## src/rtl/ysyx_idu_iq.sv

```systemverilog
// Decode-side instruction queue: buffers {pc, inst}, resolves head operands via forwarding/regfile
// and holds the head on a true RAW hazard. Optional same-cycle bypass: YSYX_IDU_IQ_BYPASS_EN.
`ifndef YSYX_XLEN
`define YSYX_XLEN 32
`endif
`ifndef YSYX_REG_LEN
`define YSYX_REG_LEN 5
`endif
`ifndef YSYX_REG_NUM
`define YSYX_REG_NUM 32
`endif

module ysyx_idu_iq #(
  parameter int XLEN    = `YSYX_XLEN,
  parameter int REG_LEN = `YSYX_REG_LEN,
  parameter int REG_NUM = `YSYX_REG_NUM,
  parameter int DEPTH   = 4,
  parameter int NFWD    = 2
) (
  input  logic                      clock,
  input  logic                      reset,
  input  logic                      flush,
  input  logic                      in_valid,
  output logic                      in_ready,
  input  logic [XLEN-1:0]           in_pc,
  input  logic [31:0]               in_inst,
  output logic [REG_LEN-1:0]        out_rs1,
  output logic [REG_LEN-1:0]        out_rs2,
  input  logic [XLEN-1:0]           rdata1,
  input  logic [XLEN-1:0]           rdata2,
  input  logic [REG_NUM-1:0]        rf_table,
  input  logic [NFWD-1:0]           fwd_valid,
  input  logic [NFWD*REG_LEN-1:0]   fwd_rd,
  input  logic [NFWD*XLEN-1:0]      fwd_data,
  output logic                      out_valid,
  input  logic                      out_ready,
  output logic [XLEN-1:0]           out_pc,
  output logic [31:0]               out_inst,
  output logic [XLEN-1:0]           out_rs1v,
  output logic [XLEN-1:0]           out_rs2v,
  output logic [$clog2(DEPTH):0]    count
);

  localparam int PW = $clog2(DEPTH);
  localparam int CW = PW + 1;

  logic [XLEN-1:0]    pc_mem_r   [DEPTH];
  logic [31:0]        inst_mem_r [DEPTH];
  logic [PW-1:0]      head_r, tail_r;
  logic [CW-1:0]      count_r;
  logic               bypass_s, empty_s, head_valid_s, fire_s, push_s, pop_s;
  logic [XLEN-1:0]    head_pc_s;
  logic [31:0]        head_inst_s;
  logic [REG_LEN-1:0] rs1_s, rs2_s;
  logic               hit1_s, hit2_s, use1_s, use2_s, haz1_s, haz2_s;
  logic [XLEN-1:0]    fwd1_s, fwd2_s;

  // LUI, AUIPC, JAL and CSR-immediate SYSTEM forms carry no rs1 operand.
  function automatic logic uses_rs1_f(input logic [6:0] op, input logic f3_msb);
    logic u;
    case (op)
      7'b0110111, 7'b0010111, 7'b1101111: u = 1'b0;
      7'b1110011:                         u = ~f3_msb;
      default:                            u = 1'b1;
    endcase
    return u;
  endfunction

  function automatic logic uses_rs2_f(input logic [6:0] op);
    logic u;
    case (op)
      7'b0110011, 7'b0100011, 7'b1100011: u = 1'b1;
      default:                            u = 1'b0;
    endcase
    return u;
  endfunction

  assign empty_s = (count_r == {CW{1'b0}});
`ifdef YSYX_IDU_IQ_BYPASS_EN
  assign bypass_s = empty_s && in_valid && !flush;
`else
  assign bypass_s = 1'b0;
`endif

  // Head selection: bypassed fetch entry, stored entry, or zero instruction when empty.
  always_comb begin
    head_pc_s   = pc_mem_r[head_r];
    head_inst_s = 32'd0;
    if (bypass_s) begin
      head_pc_s   = in_pc;
      head_inst_s = in_inst;
    end else if (!empty_s) begin
      head_inst_s = inst_mem_r[head_r];
    end else begin
      head_inst_s = 32'd0;
    end
  end

  assign rs1_s  = head_inst_s[15 +: REG_LEN];
  assign rs2_s  = head_inst_s[20 +: REG_LEN];
  assign use1_s = uses_rs1_f(head_inst_s[6:0], head_inst_s[14]);
  assign use2_s = uses_rs2_f(head_inst_s[6:0]);

  // Forward match; scanning downward lets the lowest-numbered channel win.
  always_comb begin
    hit1_s = 1'b0;
    hit2_s = 1'b0;
    fwd1_s = {XLEN{1'b0}};
    fwd2_s = {XLEN{1'b0}};
    for (int k = NFWD - 1; k >= 0; k--) begin
      if (fwd_valid[k] && (fwd_rd[k*REG_LEN +: REG_LEN] == rs1_s) && (rs1_s != {REG_LEN{1'b0}})) begin
        hit1_s = 1'b1;
        fwd1_s = fwd_data[k*XLEN +: XLEN];
      end else begin
        hit1_s = hit1_s;
      end
      if (fwd_valid[k] && (fwd_rd[k*REG_LEN +: REG_LEN] == rs2_s) && (rs2_s != {REG_LEN{1'b0}})) begin
        hit2_s = 1'b1;
        fwd2_s = fwd_data[k*XLEN +: XLEN];
      end else begin
        hit2_s = hit2_s;
      end
    end
  end

  assign haz1_s = use1_s && (rs1_s != {REG_LEN{1'b0}}) && rf_table[rs1_s] && !hit1_s;
  assign haz2_s = use2_s && (rs2_s != {REG_LEN{1'b0}}) && rf_table[rs2_s] && !hit2_s;

  assign head_valid_s = !empty_s || bypass_s;
  assign out_valid    = head_valid_s && !haz1_s && !haz2_s && !flush;
  assign in_ready     = (count_r != CW'(DEPTH)) && !flush;
  assign fire_s       = out_valid && out_ready;
  // A bypassed entry that issues never occupies a slot.
  assign push_s       = in_valid && in_ready && !(bypass_s && fire_s);
  assign pop_s        = fire_s && !bypass_s;

  assign out_rs1  = rs1_s;
  assign out_rs2  = rs2_s;
  assign out_pc   = head_pc_s;
  assign out_inst = head_inst_s;
  assign out_rs1v = (rs1_s == {REG_LEN{1'b0}}) ? {XLEN{1'b0}} : (hit1_s ? fwd1_s : rdata1);
  assign out_rs2v = (rs2_s == {REG_LEN{1'b0}}) ? {XLEN{1'b0}} : (hit2_s ? fwd2_s : rdata2);
  assign count    = count_r;

  // Queue storage; contents are don't-care until the pointers say otherwise.
  always_ff @(posedge clock) begin
    if (push_s) begin
      pc_mem_r[tail_r]   <= in_pc;
      inst_mem_r[tail_r] <= in_inst;
    end
  end

  // Pointers and occupancy; reset dominates flush.
  always_ff @(posedge clock) begin
    if (reset || flush) begin
      head_r  <= {PW{1'b0}};
      tail_r  <= {PW{1'b0}};
      count_r <= {CW{1'b0}};
    end else begin
      if (push_s) tail_r <= tail_r + PW'(1);
      if (pop_s)  head_r <= head_r + PW'(1);
      case ({push_s, pop_s})
        2'b10:   count_r <= count_r + CW'(1);
        2'b01:   count_r <= count_r - CW'(1);
        default: count_r <= count_r;
      endcase
    end
  end

endmodule

```

## config.mk

```make
export PLATFORM = sky130hd
export DESIGN_NAME = ysyx_idu_iq
export DESIGN_NICKNAME = d
export VERILOG_FILES = /design/src/rtl/ysyx_idu_iq.sv
export SDC_FILE = /design/constraint.sdc
export NUM_CORES = 1
export LEC_CHECK = 0
export ABC_CLOCK_PERIOD_IN_PS = 3950
export CORE_MARGIN = 2
export CORE_UTILIZATION = 43
export DETAILED_ROUTE_END_ITERATION = 10
export PLACE_DENSITY = 0.77
export SLEW_MARGIN = 20
export SYNTH_ARGS = -nofsm -noshare
export SYNTH_HDL_FRONTEND = slang
export SYNTH_SLANG_ARGS = --single-unit
export TNS_END_PERCENT = 100
```

## constraint.sdc

```tcl
create_clock -name clock -period 3.95 [get_ports clock]
set_clock_uncertainty 0.05 [all_clocks]
set_input_delay 0.5925 -clock clock [delete_from_list [all_inputs] [get_ports clock]]
set_output_delay 0.5925 -clock clock [all_outputs]
set_load 0.005 [all_outputs]
```

[Yosys cells after proc, flatten, opt, wreduce, memory -nomap -nowiden]
Memory sizes are Yosys's and may differ from the RTL's. A register that Yosys moved wholly into a read port is not among the register bits.
Index checks and enable logic that the tools add are counted.
Storage, ports and cells
  register bits: 7
  bits in writable memories: 256
  input port bits: 241
  output and inout bits: 143
  logic and storage cells: 87
  memories: 2
Memory list
  inst_mem_r: depth 4, bits a word 32, rd ports 1, clocked after memory_dff 1, wr ports 1, RTL line 48  | logic [31:0] inst_mem_r [DEPTH];
  pc_mem_r: depth 4, bits a word 32, rd ports 1, clocked after memory_dff 1, wr ports 1, RTL line 47  | logic [XLEN-1:0] pc_mem_r [DEPTH];
Cells by class
  add/sub/neg operators: 4
  $lt $le $gt $ge: 2
  eq/ne operators: 14
  muxes and demuxes: 26
  bitwise operators: 1
  reduce and logical (&&, ||, !) cells: 35
Operator list (count)
  2-to-1 mux 32 bit: 9
  equality test 7 x 6 -> 1 bit (second input constant): 3
  equality test 7 bit (second input constant): 3
  equality test 5 bit: 4
  logical AND 1 bit: 20
  less-than comparator 5 x 6 -> 1 bit (second input constant): 2
  binary-select mux 1 bit (select 5 bit): 2
  zero test 5 bit: 2
  nonzero test 5 bit: 2
  2-to-1 mux 1 bit: 9
  2-to-1 mux 2 bit: 4
  equality test 7 x 5 -> 1 bit (second input constant): 1
  zero test 1 bit: 6
  one-hot mux 3 bit (2 select lines): 1
  OR reduction 3 bit: 2
  adder 2 x 1 -> 2 bit (second input constant): 2
  adder 3 x 1 -> 3 bit (second input constant): 1
  zero test 3 bit: 1
  != test 3 bit (second input constant): 1
  subtractor 3 x 1 -> 3 bit (second input constant): 1
  equality test 2 x 1 -> 1 bit (second input constant): 1
  equality test 2 bit (second input constant): 1
  one-hot mux 1 bit (2 select lines): 1
  nonzero test 2 bit: 1
  other kinds (2): 2

[Depth between registers and ports, before layout]
  depth after elaboration: 16
  depth in mapped cells: 16

[Least setup slack after synthesis]
Ideal clock, no wire load.
  path type: register to register
  start point: register with a tool-made name
  end point: register count_r[2], in the netlist count[2]
  library setup time: 0.070 ns
  data arrival time: 3.717 ns
  required time: 3.830 ns
  slack: 0.113 ns
  cell stages (with the launch flop): 16
  buffers on the path: 2
  period minus slack after synthesis: 3.837 ns
  cell sequence: dfxtp_1 -> buf_6 -> mux4_2 -> buf_2 -> or4_4 -> o21ai_4 -> a21oi_1 -> and4b_1 -> a311oi_2 -> and3_1 -> ha_1 -> inv_1 -> fa_1 -> xor2_1 -> or3_1 -> a21oi_1
RTL lines
  to (signal assigned): RTL line 158  | count_r <= {CW{1'b0}};
  to (signal assigned): RTL line 163  | 2'b10: count_r <= count_r + CW'(1);
  to (signal assigned): RTL line 164  | 2'b01: count_r <= count_r - CW'(1);
  to (decl): RTL line 50  | logic [CW-1:0] count_r;

==> out/metrics.cfg <==
[run_status]
status = complete, but fails checks
violations = setup timing

[setup_path]
required_ns = 3.31
crit_arrival_ns = 3.66
worst_setup_path_end_kind = primary output
start_kind = flop
crit_fanout = 5
crit_type = reg2out

[route]
drt_pass1_iterations = 5
vias = 10444
routedWlPerCell_um = 26.96
wirelength_um = 48480
antenna_left = 0
drc_errors = 0
vias_per_cell = 5.809
drt_iter0_drc = 799

[floorplan]
die_area_um2 = 31140
start_util = 0.4338
core_um2 = 29480
io_pins = 384
die_w_um = 176.5
die-height_um = 176.5
rows = 63

[global_routing]
grtUsageTotal = 0.2968
grt_pass1_vias = 10592
grt_max_degree = 41
grt-ovfl-total = 0
antenna_found_initial = 17
grt_pass1_wl_um = 67240

[power]
switching_power_mw = 1.347
power_density_nw_per_um2 = 308.6
p_comb_frac = 0.131
power.share.sequential = 0.497
intPower_mw = 4.963
ir_drop_uv = 392.0
power.clock.fraction = 0.372
switching_share = 0.2135
leakagePower_nw = 7.517

[finish]
final_nets = 1621
syn_to_final_growth_pct = 59.90
final_cells = 1798
drive_above_1_share = 0.3659

[synthesis]
yosys.area.top_type_share = 0.6011
synth_common_cells = 256 x edfxtp_1, 94 x mux2i_1, 89 x nor2_1
ys_seq_area_frac = 0.6152
synth_area_um2 = 12790
yosysWarnings = 0
netlist.top_cell.by_area = edfxtp_1
ys_ff_latch = 265
yosysMostFrequentCell = edfxtp_1
synth_edf_count = 256
syn-instance-count = 841
synthFlopType = edfxtp_1
synth_area_leaders = edfxtp_1 60%, mux4_2 11%, mux2i_1 7.4%, a211oi_1 3.8%, nor2_1 2.6%
ys_async_sr_fraction = 0
synth.avg_cell_area_um2 = 15.21
yosysUniqueCellTypes = 62
synth_fp_nets = 1088

[timing]
worst_pin_slew_ns = 0.6427
finalCriticalPeriod_ns = 4.304
tns_ns = -15.61
rsz0062_at_grt = yes
relSlewSlack = 0.5716
hold_viol = 0
timing.final.crit_share = 1.090
hold-worst-slack_ns = 0.4273
setup_ws_ns = -0.3544
setup_viol = 67
slew_violations = 0
fmax_ghz = 0.2323

[place]
gp_congestion = 0.9224
place.detailed.hpwl_um = 30510
dp.cells = 1631
numPortBuffers = 383

[clock_network]
tritoncts = built
cts_max_level = 1
clk_pin_slew_worst_paths_ns = 0.07
holdBufCountCts = 0
cts.path.max_buffers = 3
cts.sinks = 265
cts_buffers = 26
root_buffer = clkbuf_16
clk_latency_ns = 0.53

[job]
drv_cap = 0

[hold_path]
min_path_type = reg2reg

critical path, stage by stage (launching register included):
cell	delay (ns)
dfxtp_4	0.40
buf_12	0.12
mux4_2	0.53
buf_6	0.15
or4_4	0.54
o21ai_4	0.20
buf_6	0.13
or4_4	0.13
buf_4	0.14
clkbuf_16	0.17
buf_8	0.12
nor2_1	0.05
a211oi_2	0.30
buf_2	0.18
final cells by class:
| class | instances | area, um2 |
|---|---|---|
| multi-input cells | 491 | 5389 |
| inverters | 19 | 71.32 |
| clock buffers | 34 | 701.9 |
| repair buffers | 571 | 5772 |
| clock inverters | 14 | 116.4 |
| well taps | 390 | 488.0 |
| diodes | 14 | 35.03 |
| flip-flops and latches | 265 | 7875 |
| fillers | 1951 | 9032 |
repair_timing:
action	4_1_cts	5_1_grt
gates cloned	14	3
pin swaps	48	45
endpoints found under the setup margin	67	67
gates resized for setup	451	78
setup buffers	64	29
sequential cells by signal (all words and copies together), names as in the netlist, named ones only:
register	flops
count	3
head_r	2
pc_mem_r	128
tail_r	2
inst_mem_r	128
cells by family after synthesis:
group / after synthesis / synth area share
flops: 265 / 0.6152
simple gates: 181 / 0.07142
mux: 162 / 0.1898
compound gates: 128 / 0.07465
buf+inv: 85 / 0.03287
xor+xnor: 14 / 0.009588
fa+ha+maj: 6 / 0.006457
layout by cell type (no fill, tap or decap), types with 5 or more instances in the layout:
cell	n
buf_6	37
nand2_1	13
a211oi_4	9
mux2i_1	72
clkinv_2	5
and2_1	23
a21oi_1	14
buf_16	11
buf_12	31
clkdlybuf4s50_1	318
o21ai_0	9
mux4_2	64
mux2i_2	12
and3_4	5
edfxtp_1	256
clkbuf_1	7
nand4_1	5
buf_8	6
xor2_1	5
inv_1	18
clkinv_1	6
nor2_1	60
nor2_4	11
nor2_2	18
buf_4	103
diode_2	14
buf_2	62
a22oi_1	5
xnor2_1	9
mux2i_4	10
dfxtp_1	7
a211oi_2	52
clkbuf_16	30
per-layer routing:
metal	GRT usage	part of all wire
met1	0.3319	0.34
met2	0.4956	0.49
met3	0.09711	0.10
met4	0.1780	0.072
met5	0	0.0012
path summary, 6_finish.rpt:
check                 start      endpoint  slack [ns]  cells after the start
setup reg to reg       flop      count[2]       -0.29                     17
hold / removal    head_r[1]          flop        0.43                      2
hold reg to reg   head_r[1]          flop        0.43                      2
setup / recovery       flop  out_rs1v[25]       -0.35                     13
power by group through the flow:
stage                     clock, mW  sequential (mW)  combinational [mW]
final                          2.35             3.13               0.827
after global routing           2.50             3.14               0.867
after CTS                      2.40             3.13               0.774
after detailed placement          0             3.19               0.723
after global placement            0             3.19               0.716
after floorplan                   0             3.19               0.218
metrics by stage:
| step | utilization | setup slack (ns) | area [um2] | power [mW] |
|---|---|---|---|---|
| floorplan | - | 0.1135 | 12790 | 3.412 |
| global placement | 0.5961 | -0.2179 | 17570 | 3.906 |
| detailed placement | 0.5961 | -0.2892 | 17570 | 3.917 |
| CTS | 0.6731 | -0.2695 | 19840 | 6.307 |
| global route | 0.6933 | -0.6078 | 20440 | 6.504 |
| finish | 0.6936 | -0.3544 | 20450 | 6.310 |
Power figures use the tool's default switching activity.
